### src/rtl/data_sram_bridge_pkg.sv
// Shared defines for the data SRAM bridge: FSM encodings, bus size codes, captured-request layout.
package data_sram_bridge_pkg;

   localparam logic [1:0] ST_IDLE = 2'd0;
   localparam logic [1:0] ST_ADDR = 2'd1;
   localparam logic [1:0] ST_DATA = 2'd2;
   localparam logic [1:0] ST_DONE = 2'd3;

   localparam logic [1:0] DATA_SIZE_BYTE = 2'd0;
   localparam logic [1:0] DATA_SIZE_HALF = 2'd1;
   localparam logic [1:0] DATA_SIZE_WORD = 2'd2;

   typedef struct packed {
      logic        wr;
      logic [1:0]  size;
      logic [31:0] addr;
      logic [31:0] wdata;
   } bus_req_t;

   // kseg0/kseg1 (0x8000_0000-0xBFFF_FFFF) map to physical by dropping the top three bits
   function automatic logic [31:0] kseg_map(input logic [31:0] va);
      if (va[31:30] == 2'b10) return {3'b000, va[28:0]};
      return va;
   endfunction

endpackage

### src/rtl/data_sram_bridge_if.sv
// MEM-stage and SRAM-like bus signals; master is the bridge, slave is the pipeline plus memory.
interface data_sram_bridge_if;
   logic        mem_en;
   logic [3:0]  mem_wen;
   logic [31:0] mem_addr;
   logic [31:0] mem_wdata;
   logic [31:0] mem_rdata;
   logic        mem_stall;
   logic        mem_adv;
   logic        flush;
   logic        data_req;
   logic        data_wr;
   logic [1:0]  data_size;
   logic [31:0] data_addr;
   logic [31:0] data_wdata;
   logic        data_addr_ok;
   logic        data_data_ok;
   logic [31:0] data_rdata;

   modport master (
      input  mem_en, mem_wen, mem_addr, mem_wdata, mem_adv, flush,
      input  data_addr_ok, data_data_ok, data_rdata,
      output mem_rdata, mem_stall,
      output data_req, data_wr, data_size, data_addr, data_wdata
   );

   modport slave (
      output mem_en, mem_wen, mem_addr, mem_wdata, mem_adv, flush,
      output data_addr_ok, data_data_ok, data_rdata,
      input  mem_rdata, mem_stall,
      input  data_req, data_wr, data_size, data_addr, data_wdata
   );
endinterface

### src/rtl/data_size_decode.sv
// Byte-enable to bus size decode; combinational, no backpressure.
// Patterns that are not word, aligned half or single byte report legal=0.
module data_size_decode
   import data_sram_bridge_pkg::*;
(
   input  logic [3:0] wen,
   output logic [1:0] size,
   output logic       legal
);

   always_comb begin
      size  = DATA_SIZE_WORD;
      legal = 1'b1;
      case (wen)
         4'b0000, 4'b1111:                   size = DATA_SIZE_WORD;
         4'b0011, 4'b1100:                   size = DATA_SIZE_HALF;
         4'b0001, 4'b0010, 4'b0100, 4'b1000: size = DATA_SIZE_BYTE;
         default: begin
            size  = DATA_SIZE_WORD;
            legal = 1'b0;
         end
      endcase
   end

endmodule

### src/rtl/data_sram_bridge.sv
// MEM-stage to SRAM-like bus bridge, one outstanding access; >=2 cycles mem_en to stall release,
// request held on the bus until addr_ok. Optional kseg address mapping under DATA_KSEG_MAP_EN.
module data_sram_bridge
   import data_sram_bridge_pkg::*;
(
   input logic                clk,
   input logic                rst,
   data_sram_bridge_if.master bus
);

   logic [1:0]  state, state_nxt;
   logic        cancel, cancel_nxt, cancel_eff;
   logic        capture, bypass, stall, load_buf;
   bus_req_t    req_q, req_nxt;
   logic [31:0] rbuf;
   logic [1:0]  dec_size;
   logic        dec_legal;

   data_size_decode u_size_decode (
      .wen   (bus.mem_wen),
      .size  (dec_size),
      .legal (dec_legal)
   );

   always_comb begin
      state_nxt  = state;
      cancel_eff = cancel | bus.flush;
      stall      = 1'b0;
      bypass     = 1'b0;
      case (state)
         ST_IDLE: begin
            if (bus.mem_en && !bus.flush) begin
               state_nxt = ST_ADDR;
               stall     = 1'b1;
            end
         end
         ST_ADDR: begin
            stall = 1'b1;
            if (bus.data_addr_ok) begin
               if (bus.data_data_ok) state_nxt = cancel_eff ? ST_IDLE : ST_DONE;
               else                  state_nxt = ST_DATA;
            end
         end
         ST_DATA: begin
            stall = 1'b1;
            if (bus.data_data_ok) begin
               state_nxt = cancel_eff ? ST_IDLE : ST_DONE;
               stall     = cancel_eff;
               bypass    = !cancel_eff;
            end
         end
         ST_DONE: begin
            if (bus.mem_adv || bus.flush) state_nxt = ST_IDLE;
         end
         default: state_nxt = ST_IDLE;
      endcase
   end

   assign capture  = (state == ST_IDLE) && (state_nxt == ST_ADDR);
   assign load_buf = (state != ST_DONE) && (state_nxt == ST_DONE);

   // The request is never retracted on flush; the flag only suppresses the result.
   always_comb begin
      cancel_nxt = cancel;
      if (state_nxt == ST_IDLE)
         cancel_nxt = 1'b0;
      else if ((state == ST_ADDR || state == ST_DATA) && bus.flush)
         cancel_nxt = 1'b1;
   end

   always_comb begin
      req_nxt.wr    = (|bus.mem_wen) && dec_legal;
      req_nxt.size  = dec_size;
      req_nxt.wdata = bus.mem_wdata;
`ifdef DATA_KSEG_MAP_EN
      req_nxt.addr  = kseg_map(bus.mem_addr);
`else
      req_nxt.addr  = bus.mem_addr;
`endif
   end

   always_ff @(posedge clk or posedge rst) begin
      if (rst) begin
         state  <= ST_IDLE;
         cancel <= 1'b0;
         req_q  <= '0;
         rbuf   <= '0;
      end else begin
         state  <= state_nxt;
         cancel <= cancel_nxt;
         if (capture)  req_q <= req_nxt;
         if (load_buf) rbuf  <= bus.data_rdata;
      end
   end

   assign bus.data_req   = (state == ST_ADDR);
   assign bus.data_wr    = req_q.wr;
   assign bus.data_size  = req_q.size;
   assign bus.data_addr  = req_q.addr;
   assign bus.data_wdata = req_q.wdata;

   assign bus.mem_stall = stall && !rst;
   assign bus.mem_rdata = rst                 ? 32'd0 :
                          bypass              ? bus.data_rdata :
                          (state == ST_DONE)  ? rbuf : 32'd0;

endmodule

### src/flat_wrapper.sv
// flat-port wrapper written by rule: the top's interface ports become plain ports
module data_sram_bridge_flat import data_sram_bridge_pkg::*;
  (clk, rst, bus_mem_en, bus_mem_wen, bus_mem_addr, bus_mem_wdata, bus_mem_adv, bus_flush, bus_data_addr_ok, bus_data_data_ok, bus_data_rdata, bus_mem_rdata, bus_mem_stall, bus_data_req, bus_data_wr, bus_data_size, bus_data_addr, bus_data_wdata);
  data_sram_bridge_if bus_i ();
  input logic clk;
  input logic rst;
  input wire logic [$bits(bus_i.mem_en)-1:0] bus_mem_en;
  input wire logic [$bits(bus_i.mem_wen)-1:0] bus_mem_wen;
  input wire logic [$bits(bus_i.mem_addr)-1:0] bus_mem_addr;
  input wire logic [$bits(bus_i.mem_wdata)-1:0] bus_mem_wdata;
  input wire logic [$bits(bus_i.mem_adv)-1:0] bus_mem_adv;
  input wire logic [$bits(bus_i.flush)-1:0] bus_flush;
  input wire logic [$bits(bus_i.data_addr_ok)-1:0] bus_data_addr_ok;
  input wire logic [$bits(bus_i.data_data_ok)-1:0] bus_data_data_ok;
  input wire logic [$bits(bus_i.data_rdata)-1:0] bus_data_rdata;
  output wire logic [$bits(bus_i.mem_rdata)-1:0] bus_mem_rdata;
  output wire logic [$bits(bus_i.mem_stall)-1:0] bus_mem_stall;
  output wire logic [$bits(bus_i.data_req)-1:0] bus_data_req;
  output wire logic [$bits(bus_i.data_wr)-1:0] bus_data_wr;
  output wire logic [$bits(bus_i.data_size)-1:0] bus_data_size;
  output wire logic [$bits(bus_i.data_addr)-1:0] bus_data_addr;
  output wire logic [$bits(bus_i.data_wdata)-1:0] bus_data_wdata;
  assign bus_i.mem_en = bus_mem_en;
  assign bus_i.mem_wen = bus_mem_wen;
  assign bus_i.mem_addr = bus_mem_addr;
  assign bus_i.mem_wdata = bus_mem_wdata;
  assign bus_i.mem_adv = bus_mem_adv;
  assign bus_i.flush = bus_flush;
  assign bus_i.data_addr_ok = bus_data_addr_ok;
  assign bus_i.data_data_ok = bus_data_data_ok;
  assign bus_i.data_rdata = bus_data_rdata;
  assign bus_mem_rdata = bus_i.mem_rdata;
  assign bus_mem_stall = bus_i.mem_stall;
  assign bus_data_req = bus_i.data_req;
  assign bus_data_wr = bus_i.data_wr;
  assign bus_data_size = bus_i.data_size;
  assign bus_data_addr = bus_i.data_addr;
  assign bus_data_wdata = bus_i.data_wdata;
  data_sram_bridge u_core (.clk(clk), .rst(rst), .bus(bus_i));
endmodule
### config.mk
export PLATFORM = sky130hd
export DESIGN_NAME = data_sram_bridge_flat
export DESIGN_NICKNAME = d
export VERILOG_FILES = /design/src/rtl/data_sram_bridge_pkg.sv /design/src/rtl/data_sram_bridge_if.sv /design/src/rtl/data_size_decode.sv /design/src/rtl/data_sram_bridge.sv /design/src/flat_wrapper.sv
export SDC_FILE = /design/constraint.sdc
export NUM_CORES = 1
export LEC_CHECK = 0
export ABC_AREA = 1
export BUFFER_PORTS_ARGS = -buffer_cell sky130_fd_sc_hd__buf_2
export CORE_UTILIZATION = 48
export DETAILED_ROUTE_END_ITERATION = 16
export PLACE_DENSITY = 0.92
export SLEW_MARGIN = 0
export SYNTH_ARGS = -nofsm -noshare
export SYNTH_HDL_FRONTEND = slang
export SYNTH_HIERARCHICAL = 1
export SYNTH_SLANG_ARGS = --single-unit
### constraint.sdc
create_clock -name clk -period 8.2 [get_ports clk]
set_input_delay 1.64 -clock clk [delete_from_list [all_inputs] [get_ports clk]]
set_output_delay 1.64 -clock clk [all_outputs]
set_load 0.02 [all_outputs]
; After elaboration in Yosys (flattened, before gate mapping)
; Index checks and enable logic that the tools add are counted.
[word_totals]
word_cells = 59
out_inout_bits = 101
ff_bits = 102
input_bits = 107
[classes]
reduce_logical = 19
n_mux = 19
n_eq_ne = 13
bitwise_logic = 1
[ops]
columns = op, n
row1 = $mux 32, 3
row2 = $eq 4x4->1 const B, 3
row3 = $mux 2, 6
row4 = $eq 4x2->1 const B, 2
row5 = $pmux 2 s4, 1
row6 = $reduce_or 4->1, 2
row7 = $reduce_or 8->1, 1
row8 = $mux 1, 7
row9 = $eq 2x2->1 const B, 3
row10 = $logic_and 1x1->1, 6
row11 = $eq 2x1->1 const B, 2
row12 = $eq 4x1->1 const B, 1
row13 = $eq 4x3->1 const B, 1
row14 = $logic_not 2->1, 2
row15 = $logic_not 4->1, 1
row16 = $pmux 2 s2, 1
row17 = $logic_not 1->1, 3
row18 = $pmux 1 s3, 1
row19 = $logic_or 1x1->1, 2
row20 = $ne 2x2->1 const B, 1
row21 = $reduce_bool 2->1, 1
row22 = $reduce_or 2->1, 1
row23 = $or 1x1->1, 1

; Depth between registers and ports, before layout
; Gate-level depths: netlist (run 1).
[depth]
word_depth = 7
ltp_mapped = 13

; Modules after synthesis
; Netlist (run 1), hierarchy kept.
[by_module_without_submodules]
columns = mod, area_per_inst_um2, n_inst, cells_each
row1 = data_sram_bridge, 4732.0, 1, 595
row2 = data_size_decode, 85.1, 1, 21

; Worst setup path after synthesis (run 1)
; No wires, ideal clock.
[synth_timing]
path_type = input -> output
start = input port rst
end = output port bus_mem_rdata[22]
n_path_buf = 1
arrival_ps = 5742
required_time_ps = 6560
path_slack_ps = 818
path_stages = 4
cell_sequence = inv_1 clkbuf_1 o21ai_0 a21oi_1
[synth_between]
elab_chain_cells = 1
[synth_rtl]
columns = item, line
row1 = from (decl), flat_wrapper.sv:6  ; input logic rst;
row2 = $mux 32, data_sram_bridge.sv:103  ; assign bus.mem_rdata = rst ? 32'd0 :
row3 = to (decl), flat_wrapper.sv:16  ; output wire logic [$bits(bus_i.mem_rdata)-1:0] bus_mem_rdata;
; No other way between the ends.

; Final worst setup path (run 1)
[layout_timing]
start = input port bus_flush
end = output port bus_mem_rdata[2]
[layout_between]
elab_chain_cells = 6
[layout_rtl]
columns = item, line
row1 = from (decl), flat_wrapper.sv:12  ; input wire logic [$bits(bus_i.flush)-1:0] bus_flush;
row2 = $or 1x1->1, data_sram_bridge.sv:27  ; cancel_eff = cancel | bus.flush;
row3 = $logic_not 1->1, data_sram_bridge.sv:49  ; bypass = !cancel_eff;
row4 = $mux 1, data_sram_bridge.sv:46  ; if (bus.data_data_ok) begin
row5 = $mux 1, data_sram_bridge.sv:30  ; case (state)
row6 = $mux 32, data_sram_bridge.sv:104  ; bypass ? bus.data_rdata :
row7 = $mux 32, data_sram_bridge.sv:103
; No other way between the ends.

==> results of run 1 <==
## power breakdown
group	switching (mW)	internal (mW)	total, mW	leakage (nW)
clock network	0.178	0.145	0.322	0.0940
registers	0.122	0.745	0.867	1.28
logic	0.859	0.367	1.23	2.11
total	1.16	1.26	2.42	3.49
## through the flow
step	power (mW)	instances	hold slack, ns	area [um^2]
6_report	2.42	936	0.473	6100
5_1_grt	2.63	936	0.493	6100
4_1_cts	2.43	936	0.478	6100
3_5_place_dp	2.11	920	0.453	5890
3_3_place_gp	2.07	920	0.449	5890
2_1_floorplan	1.75	616	0.442	4820
## registers in the layout (all words and copies together), names as in the netlist
name	flops
u_core/bus.data_wdata	32
u_core/bus.data_size	2
u_core/bus.data_wr	1
u_core/rbuf	32
u_core/state	2
u_core/bus.data_addr	32
u_core/cancel	1
## tightest hold or removal path, cell delays in order (launching register included)
cell and delay (ns):
dfrtp_1 0.35, nand2_1 0.05, nand2_1 0.04
## final cells by class
class / count / area [um^2]
fillers: 864 / 3630
flip-flops and latches: 102 / 2550
multi-input cells: 455 / 2020
repair buffers: 214 / 1090
well taps: 133 / 166
clock buffers: 9 / 124
clock inverters: 7 / 81.3
inverters: 16 / 63.8
## cells in the final DEF (no fill, tap or decap), types with 2 or more instances in the layout
cell type,n
nand3_1,100
buf_4,7
dfrtp_1,102
o21ai_0,32
a21oi_1,35
inv_1,13
nor2_1,6
clkbuf_8,9
nor3_1,2
nor2_2,3
clkinvlp_4,3
o21ai_1,3
ha_1,6
buf_2,207
nand2_1,262
## final timing paths
path,startpoint,endpoint,slack (ns)
min reg2reg,u_core/bus.data_addr[28],u_core/bus.data_addr[28],0.47
min in group asynchronous,rst,u_core/rbuf[29],1.44
min,u_core/bus.data_addr[28],u_core/bus.data_addr[28],0.47
max,bus_flush,bus_mem_rdata[2],3.02
max reg2reg,u_core/state[1],u_core/rbuf[27],5.26
max in group asynchronous,rst,u_core/bus.data_wdata[9],5.56
## routing by layer
| metal | part of all wire (%) | global-route usage, % | vias to the layer above |
|---|---|---|---|
| li1 | - | - | 2350 |
| met3 | 7.5 | 5.13 | 19 |
| met2 | 48 | 38.9 | 193 |
| met4 | 1.6 | 7.47 | 0 |
| met1 | 43 | 28.0 | 2156 |
| met5 | 0 | 0 | - |
## kinds of logic (layout without fill, tap and decap cells)
logic type	Yosys count	after routing	share of synthesized area [%]
AO/OA/AOI/OAI	72	72	7.64
adder cells (fa/ha/maj)	6	6	1.56
buffers and inverters	59	246	5.51
flip-flops	102	102	53.0
AND/OR/NAND/NOR	377	377	32.3
==> run_results.csv, run 1 <==
group,metric,value,unit
setup_path,end_kind,"output port",
outcome,outcome,"finished clean",
synth,syn_inst,616,
floorplan,fp.dieW,102,um
clocking,clock-root-buffer,"clkbuf_8",
timing,worstMarginPinSlew,1.03,ns
floorplan,core,9730,um^2
clocking,cts_inserted_buffers,9,
global_route,gr-usage-all-layers,22.5,%
timing,min_period,5.18,ns
routing,dr.pass1.iters,4,
floorplan,die_area,10400,um^2
timing,fin_ws,3.02,ns
placement,gp_congestion,0.795,
synth,synthDistinctLibCells,19,
setup_path,start_kind,"input pin",
setup_path,worstPathArrival,3.54,ns
clocking,clock-sinks,102,
synth,syn-num-nets,729,
setup_path,path_max_fanout,64,
setup_path,cp_common_cell,"buf_2",
global_route,grt_overflow,0,
floorplan,start_util,49.5,%
routing,ant_nets,0,
synth,yosysTopAreaCellShare,53.0,%
timing,max_freq,0.193,GHz
routing,avgRoutedWirePerCell,12.9,um
hold_path,hold_path.class,"reg2reg",
clocking,clockBufferDepth,2,
power,power.density,396,nW/um^2
synth,yosys-top-cells-area,"dfrtp_1 (53%), nand2_1 (20%), nand3_1 (10%)",
setup_path,worst-path-stages,6,
timing,skew,0.0148,ns
setup_path,cp_slowest_cell,"nand3_2",
power,leakage,3.49,nW
placement,hpwl,8180,um
placement,portBuffers,207,
final_layout,drive_gt1_share,29.9,%
floorplan,fp-row-count,36,
clocking,clkLatencyLatePin,0.36,ns
global_route,grt_pass1_wl,18500,um
routing,drc,0,
synth,yosysWarnings,6,
timing,slew_headroom,31.5,%
power,ir_worst_vdd,225,uV
final_layout,syn_to_final_growth,26.5,%
clocking,htreeDepth,3,
timing,drv_slew,0,
setup_path,r2r_cells,12,
timing,finalHoldViolations,0,
clocking,cts_tree,"built",
synth,syn-cell-area,4820,um^2
clocking,ctsResizeCount,0,
final_layout,postLayoutCoreUtil,62.7,%
hold_path,min_path_cells,2,
timing,rsz0062_at_grt,"false",
synth,synth_ff_type,"dfrtp_1",
setup_path,cpPeakStageDelay,0.77,ns
synth,syn_area_per_cell,7.82,um^2
final_layout,fin_nets,911,
routing,drt_iter0_markers,165,
setup_path,cp.required,6.56,ns
final_layout,antenna_cells,0,
routing,vias_per_cell,5.04,
synth,ys_ff_latch,102,
synth,async_flop_share,100,%
setup_path,worst-path-buf-inv,2,
clocking,hold_buffers,0,
timing,finalSetupViolations,0,
job,drv_cap,0,
clocking,clk_pin_slew_worst_paths,0.11,ns
setup_path,critical_path.cell_chain,"buf_2, nor2_1, nand3_2, o21ai_0, a21oi_1, buf_2",
global_route,grt_max_degree,79,
synth,yosysMostFrequentCell,"nand2_1",
clocking,postCtsSetupBuffers,0,
floorplan,die_h,102,um
routing,wirelength,12100,um
setup_path,path_class,"in2out",
global_route,grt_pass1_vias,4063,
global_route,antenna_found_initial,0,
placement,place_ws,3.07,ns
timing,finalSetupTns,0,ns
synth,synth.largest_area_cell,"dfrtp_1",
floorplan,io_pins,208,
setup_path,crit_family,"simple AND/OR/NAND/NOR gates",
timing,period_share,63.1,%
routing,vias,4718,
synth,synthTopCellsByCount,"nand2_1 (263), dfrtp_1 (102), nand3_1 (101), a21oi_1 (35), o21ai_0 (32)",
synth,ys_seq_area_share,53.0,%
synth,synth_edf_count,0,
Power figures use the tool's default switching activity.
==> run 2: changes to the inputs <==
==> constraint.sdc (replaced) <==
create_clock -name clk -period 5.3 [get_ports clk]
set_input_delay 1.06 -clock clk [delete_from_list [all_inputs] [get_ports clk]]
set_output_delay 1.06 -clock clk [all_outputs]
set_load 0.02 [all_outputs]
==> run_results.csv, run 2 (synthesized netlist as in run 1, its figures left out) <==
group,metric,value,unit
outcome,outcome,"finished clean",
routing,dr.pass1.iters,5,
floorplan,die_h,102,um
floorplan,die_area,10400,um^2
setup_path,critical_path.cell_chain,"buf_2, nor2_1, nand3_2, o21ai_0, a21oi_1, buf_2",
global_route,grt_pass1_vias,4075,
clocking,htreeDepth,3,
timing,finalSetupViolations,0,
final_layout,antenna_cells,0,
global_route,grt_max_degree,89,
clocking,clkLatencyLatePin,0.35,ns
setup_path,cp.required,4.24,ns
final_layout,syn_to_final_growth,26.1,%
timing,finalSetupTns,0,ns
timing,period_share,75.3,%
clocking,postCtsSetupBuffers,0,
final_layout,mostFrequentLayoutCell,"nand2_1",
timing,drv_slew,0,
floorplan,fp-row-count,36,
clocking,cts_inserted_buffers,9,
routing,ant_nets,0,
routing,wirelength,11900,um
timing,rsz0062_at_grt,"false",
global_route,grt_pass1_wl,18600,um
setup_path,path_max_fanout,64,
clocking,clockBufferDepth,2,
setup_path,cp_slowest_cell,"nand3_2",
power,leakage,3.48,nW
routing,drt_iter0_markers,207,
routing,route.met2.wl,5770,um
timing,skew,0.00891,ns
setup_path,path_class,"in2out",
global_route,antenna_found_initial,0,
clocking,clk_pin_slew_worst_paths,0.09,ns
timing,min_period,3.99,ns
clocking,hold_buffers,0,
routing,vias,4708,
final_layout,postLayoutCoreUtil,62.4,%
timing,worstMarginPinSlew,1.04,ns
job,drv_cap,0,
floorplan,io_pins,208,
final_layout,fillers,884,
placement,gp_congestion,0.828,
routing,top_layer,"met4",
global_route,grt_overflow,0,
routing,route.met3.wl,907,um
placement,hpwl,8050,um
hold_path,hold_path.class,"reg2reg",
global_route,gr-usage-all-layers,22.7,%
routing,avgRoutedWirePerCell,12.7,um
timing,finalHoldViolations,0,
clocking,clock-root-buffer,"clkbuf_8",
power,power.density,606,nW/um^2
power,ir_worst_vdd,415,uV
final_layout,mostFrequentLayoutCells,"nand2_1 (262), buf_2 (207), dfrtp_1 (102)",
floorplan,start_util,49.5,%
clocking,cts_tree,"built",
setup_path,cpPeakStageDelay,0.77,ns
setup_path,start_kind,"input pin",
final_layout,drive_gt1_share,29.9,%
routing,wl_met1,5020,um
clocking,ctsResizeCount,0,
clocking,clock-sinks,102,
routing,drc,0,
setup_path,end_kind,"output port",
routing,vias_per_cell,5.03,
timing,max_freq,0.251,GHz
setup_path,cp_common_cell,"buf_2",
floorplan,fp.dieW,102,um
placement,portBuffers,207,
timing,slew_headroom,30.7,%
final_layout,fin_nets,911,
setup_path,worstPathArrival,2.93,ns
floorplan,core,9730,um^2
-- run 2: critical path, delay by kind of cell --
family | cells | cell delay (ns)
simple gates | 2 | 0.95
compound gates | 2 | 0.57
buf+inv | 2 | 0.32
-- run 2: metal layers --
| layer | up-vias | GRT usage (%) |
|---|---|---|
| li1 | 2352 | - |
| met1 | 2136 | 29.8 |
| met2 | 199 | 37.7 |
| met3 | 21 | 4.38 |
| met4 | 0 | 7.91 |
| met5 | - | 0 |
-- run 2: report_power, final --
part           switching (mW)  leakage [nW]  internal (mW)
logic                    1.32          2.11          0.569
registers               0.186          1.28           1.15
clock network           0.267        0.0889          0.186
total                    1.77          3.48           1.91
-- run 2: path summary, 6_finish.rpt --
check	depth (start not counted)	to	startpoint	slack (ns)
setup / recovery	6	bus_mem_rdata[15]	bus_flush	1.31
hold / removal	2	u_core/bus.data_addr[4]	u_core/bus.data_addr[4]	0.47
setup reg to reg	10	u_core/rbuf[6]	u_core/state[0]	2.36
hold reg to reg	2	u_core/bus.data_addr[4]	u_core/bus.data_addr[4]	0.47
max in group asynchronous	3	u_core/bus.data_wdata[8]	rst	3.26
min in group asynchronous	2	u_core/rbuf[31]	rst	0.90
-- run 2: area by class of cell --
cell class	instances	area (um^2)	share of cell area [%]
Clock buffer	10	138	2.27
Clock inverter	6	46.3	0.762
Inverter	16	63.8	1.05
Multi-Input combinational cell	455	2020	33.2
Sequential cell	102	2550	42.0
Tap cell	133	166	2.74
Timing Repair Buffer	214	1090	17.9
-- run 2: stage by stage --
stage                     std cells  total power, mW  setup slack, ns  instance area (um^2)  hold WS [ns]
final                           936             3.68             1.31                  6070         0.473
after global routing            936             4.01            0.971                  6070         0.490
after CTS                       936             3.71             1.35                  6070         0.477
after detailed placement        920             3.25             1.35                  5890         0.453
after global placement          920             3.19             1.44                  5890         0.449
after floorplan                 616             2.71            0.903                  4820         0.442
==> run 3: changes to the inputs <==
--- a/config.mk
+++ b/config.mk
@@ -5,7 +5,7 @@
 export SDC_FILE = /design/constraint.sdc
 export NUM_CORES = 1
 export LEC_CHECK = 0
-export ABC_AREA = 1
+export ABC_AREA = 0
 export BUFFER_PORTS_ARGS = -buffer_cell sky130_fd_sc_hd__buf_2
 export CORE_UTILIZATION = 48
 export DETAILED_ROUTE_END_ITERATION = 16
==> constraint.sdc (replaced) <==
create_clock -name clk -period 4.2 [get_ports clk]
set_input_delay 0.84 -clock clk [delete_from_list [all_inputs] [get_ports clk]]
set_output_delay 0.84 -clock clk [all_outputs]
set_load 0.02 [all_outputs]
==> run_results.csv, run 3 <==
group,metric,value,unit
setup_path,path_max_fanout,40,
floorplan,die_h,101,um
placement,portBuffers,207,
timing,finalSetupTns,0,ns
synth,ys_ff_latch,102,
job,drv_cap,0,
clocking,postCtsSetupBuffers,0,
setup_path,path_class,"reg2reg",
final_layout,drive_gt1_share,58.3,%
setup_path,cp_slowest_cell,"dfrtp_1",
global_route,grt_max_degree,92,
global_route,antenna_found_initial,0,
final_layout,syn_to_final_growth,28.2,%
routing,wl_met1,4430,um
floorplan,fp-row-count,35,
floorplan,start_util,50.3,%
power,swShare,38.1,%
power,intPower,2.98,mW
power,ir_worst_vdd,496,uV
floorplan,core,9370,um^2
routing,avgRoutedWirePerCell,15.9,um
setup_path,crit_family,"simple AND/OR/NAND/NOR gates",
hold_path,hold_path.class,"reg2reg",
routing,ant_nets,0,
clocking,htreeDepth,3,
timing,max_freq,0.320,GHz
timing,finalHoldViolations,0,
timing,min_period,3.12,ns
final_layout,antenna_cells,0,
clocking,clockBufferDepth,2,
synth,syn_area_per_cell,12.8,um^2
synth,yosysMostFrequentCell,"dfrtp_1",
clocking,clkLatencyLatePin,0.35,ns
setup_path,worstPathArrival,3.36,ns
clocking,ctsResizeCount,0,
timing,drv_slew,0,
synth,synth.largest_area_cell,"dfrtp_1",
global_route,grt_pass1_vias,3709,
floorplan,fp.dieW,101,um
setup_path,cpPeakStageDelay,0.46,ns
timing,skew,0.00828,ns
clocking,clock-root-buffer,"clkbuf_8",
setup_path,start_kind,"flop",
clocking,cts_tree,"built",
routing,top_layer,"met4",
clocking,clk_pin_slew_worst_paths,0.10,ns
power,p_sw,1.83,mW
power,p_seq_share,36.8,%
floorplan,io_pins,208,
power,combPwrFrac,50.1,%
final_layout,mostFrequentLayoutCells,"buf_2 (207), dfrtp_1 (102), mux2_2 (67)",
timing,rsz0062_at_grt,"false",
synth,ys_seq_area_share,54.1,%
synth,syn-num-nets,482,
synth,yosysTopAreaCellShare,54.1,%
synth,synthTopCellsByCount,"dfrtp_1 (102), mux2_2 (67), a21oi_1 (36), nand2_1 (36), nand3_1 (33)",
clocking,cts_inserted_buffers,9,
power,finalPower,4.81,mW
synth,syn_inst,369,
placement,gp_congestion,0.968,
timing,finalSetupViolations,0,
synth,synthDistinctLibCells,37,
timing,worstMarginPinSlew,1.11,ns
power,leakage,3.01,nW
clocking,clock-sinks,102,
synth,yosysWarnings,6,
routing,drt_iter0_markers,154,
setup_path,cp.required,4.44,ns
routing,vias,3668,
timing,slew_headroom,25.9,%
final_layout,fin_nets,681,
power,power.density,796,nW/um^2
floorplan,die_area,10200,um^2
outcome,outcome,"finished clean",
routing,dr.pass1.iters,6,
global_route,grt_overflow,0,
final_layout,mostFrequentLayoutCell,"buf_2",
routing,route.met2.wl,5760,um
routing,wirelength,11200,um
global_route,gr-usage-all-layers,22.1,%
routing,drc,0,
global_route,grt_pass1_wl,17500,um
synth,syn-cell-area,4720,um^2
synth,async_flop_share,100,%
power,power_frac_clock,13.1,%
clocking,hold_buffers,0,
setup_path,worst-path-buf-inv,2,
synth,synth_edf_count,0,
setup_path,end_kind,"flop",
timing,period_share,74.4,%
synth,synth_ff_type,"dfrtp_1",
routing,route.met3.wl,821,um
setup_path,critical_path.cell_chain,"ha_1, buf_4, or3b_1, a211oi_1, a211oi_2, nand3_4, buf_12, mux2_2",
routing,vias_per_cell,5.23,
synth,yosys-top-cells-area,"dfrtp_1 (54%), mux2_2 (16%), mux2_4 (9.2%)",
placement,hpwl,8110,um
run 3: metal layers:
metal  up-vias  GRT usage, %
met4         0          6.69
met5         -             0
met1      1791          26.1
met3        19          5.52
li1       1689             -
met2       169          39.6
run 3: final cells by class:
| type | instances | area [um^2] |
|---|---|---|
| clock buffers | 10 | 138 |
| repair buffers | 213 | 1090 |
| well taps | 129 | 161 |
| clock inverters | 6 | 68.8 |
| multi-input cells | 235 | 2000 |
| flip-flops and latches | 102 | 2550 |
| fillers | 718 | 3320 |
| inverters | 7 | 28.8 |
run 3: worst paths after layout:
kind	start	to	slack, ns	depth (start not counted)
min in group asynchronous	rst	u_core/bus.data_addr[8]	1.07	2
worst max register to register	u_core/state[0]	u_core/bus.data_addr[21]	1.08	8
max in group asynchronous	rst	u_core/bus.data_wdata[7]	2.31	3
worst min-delay path	u_core/rbuf[31]	u_core/rbuf[31]	0.50	1
worst min register to register	u_core/rbuf[31]	u_core/rbuf[31]	0.50	1
worst max-delay path	u_core/state[0]	u_core/bus.data_addr[21]	1.08	8
run 3: kinds of logic (layout without fill, tap and decap cells):
family / count (synthesis) / after routing / share of synthesized area [%]
AOI/OAI and AO/OA: 47 / 47 / 6.13
xor gates and xnor gates: 1 / 1 / 0.345
adders and majority gates: 6 / 6 / 1.59
buffers and inverters: 32 / 236 / 3.58
DFF: 102 / 102 / 54.1
muxes: 99 / 99 / 25.9
and+or+nand+nor: 82 / 82 / 8.35
run 3: stage by stage:
stage / hold slack, ns / utilization, % / cell area (um^2) / worst slack (ns) / std cells
after floorplan: 0.459 / - / 4720 / 0.323 / 369
after global placement: 0.469 / 62.3 / 5840 / 1.23 / 686
after detailed placement: 0.477 / 62.3 / 5840 / 1.12 / 686
after CTS: 0.499 / 64.5 / 6050 / 1.11 / 702
after global routing: 0.505 / 64.5 / 6050 / 0.961 / 702
final: 0.501 / 64.5 / 6050 / 1.08 / 702
run 3: power groups by stage:
stage	Sequential, mW	Combinational [mW]	Clock, mW
finish	1.77	2.41	0.632
global placement	1.74	2.33	0
CTS	1.77	2.43	0.654
detailed placement	1.77	2.44	0
floorplan	2.14	1.42	0
global route	1.82	2.57	0.693
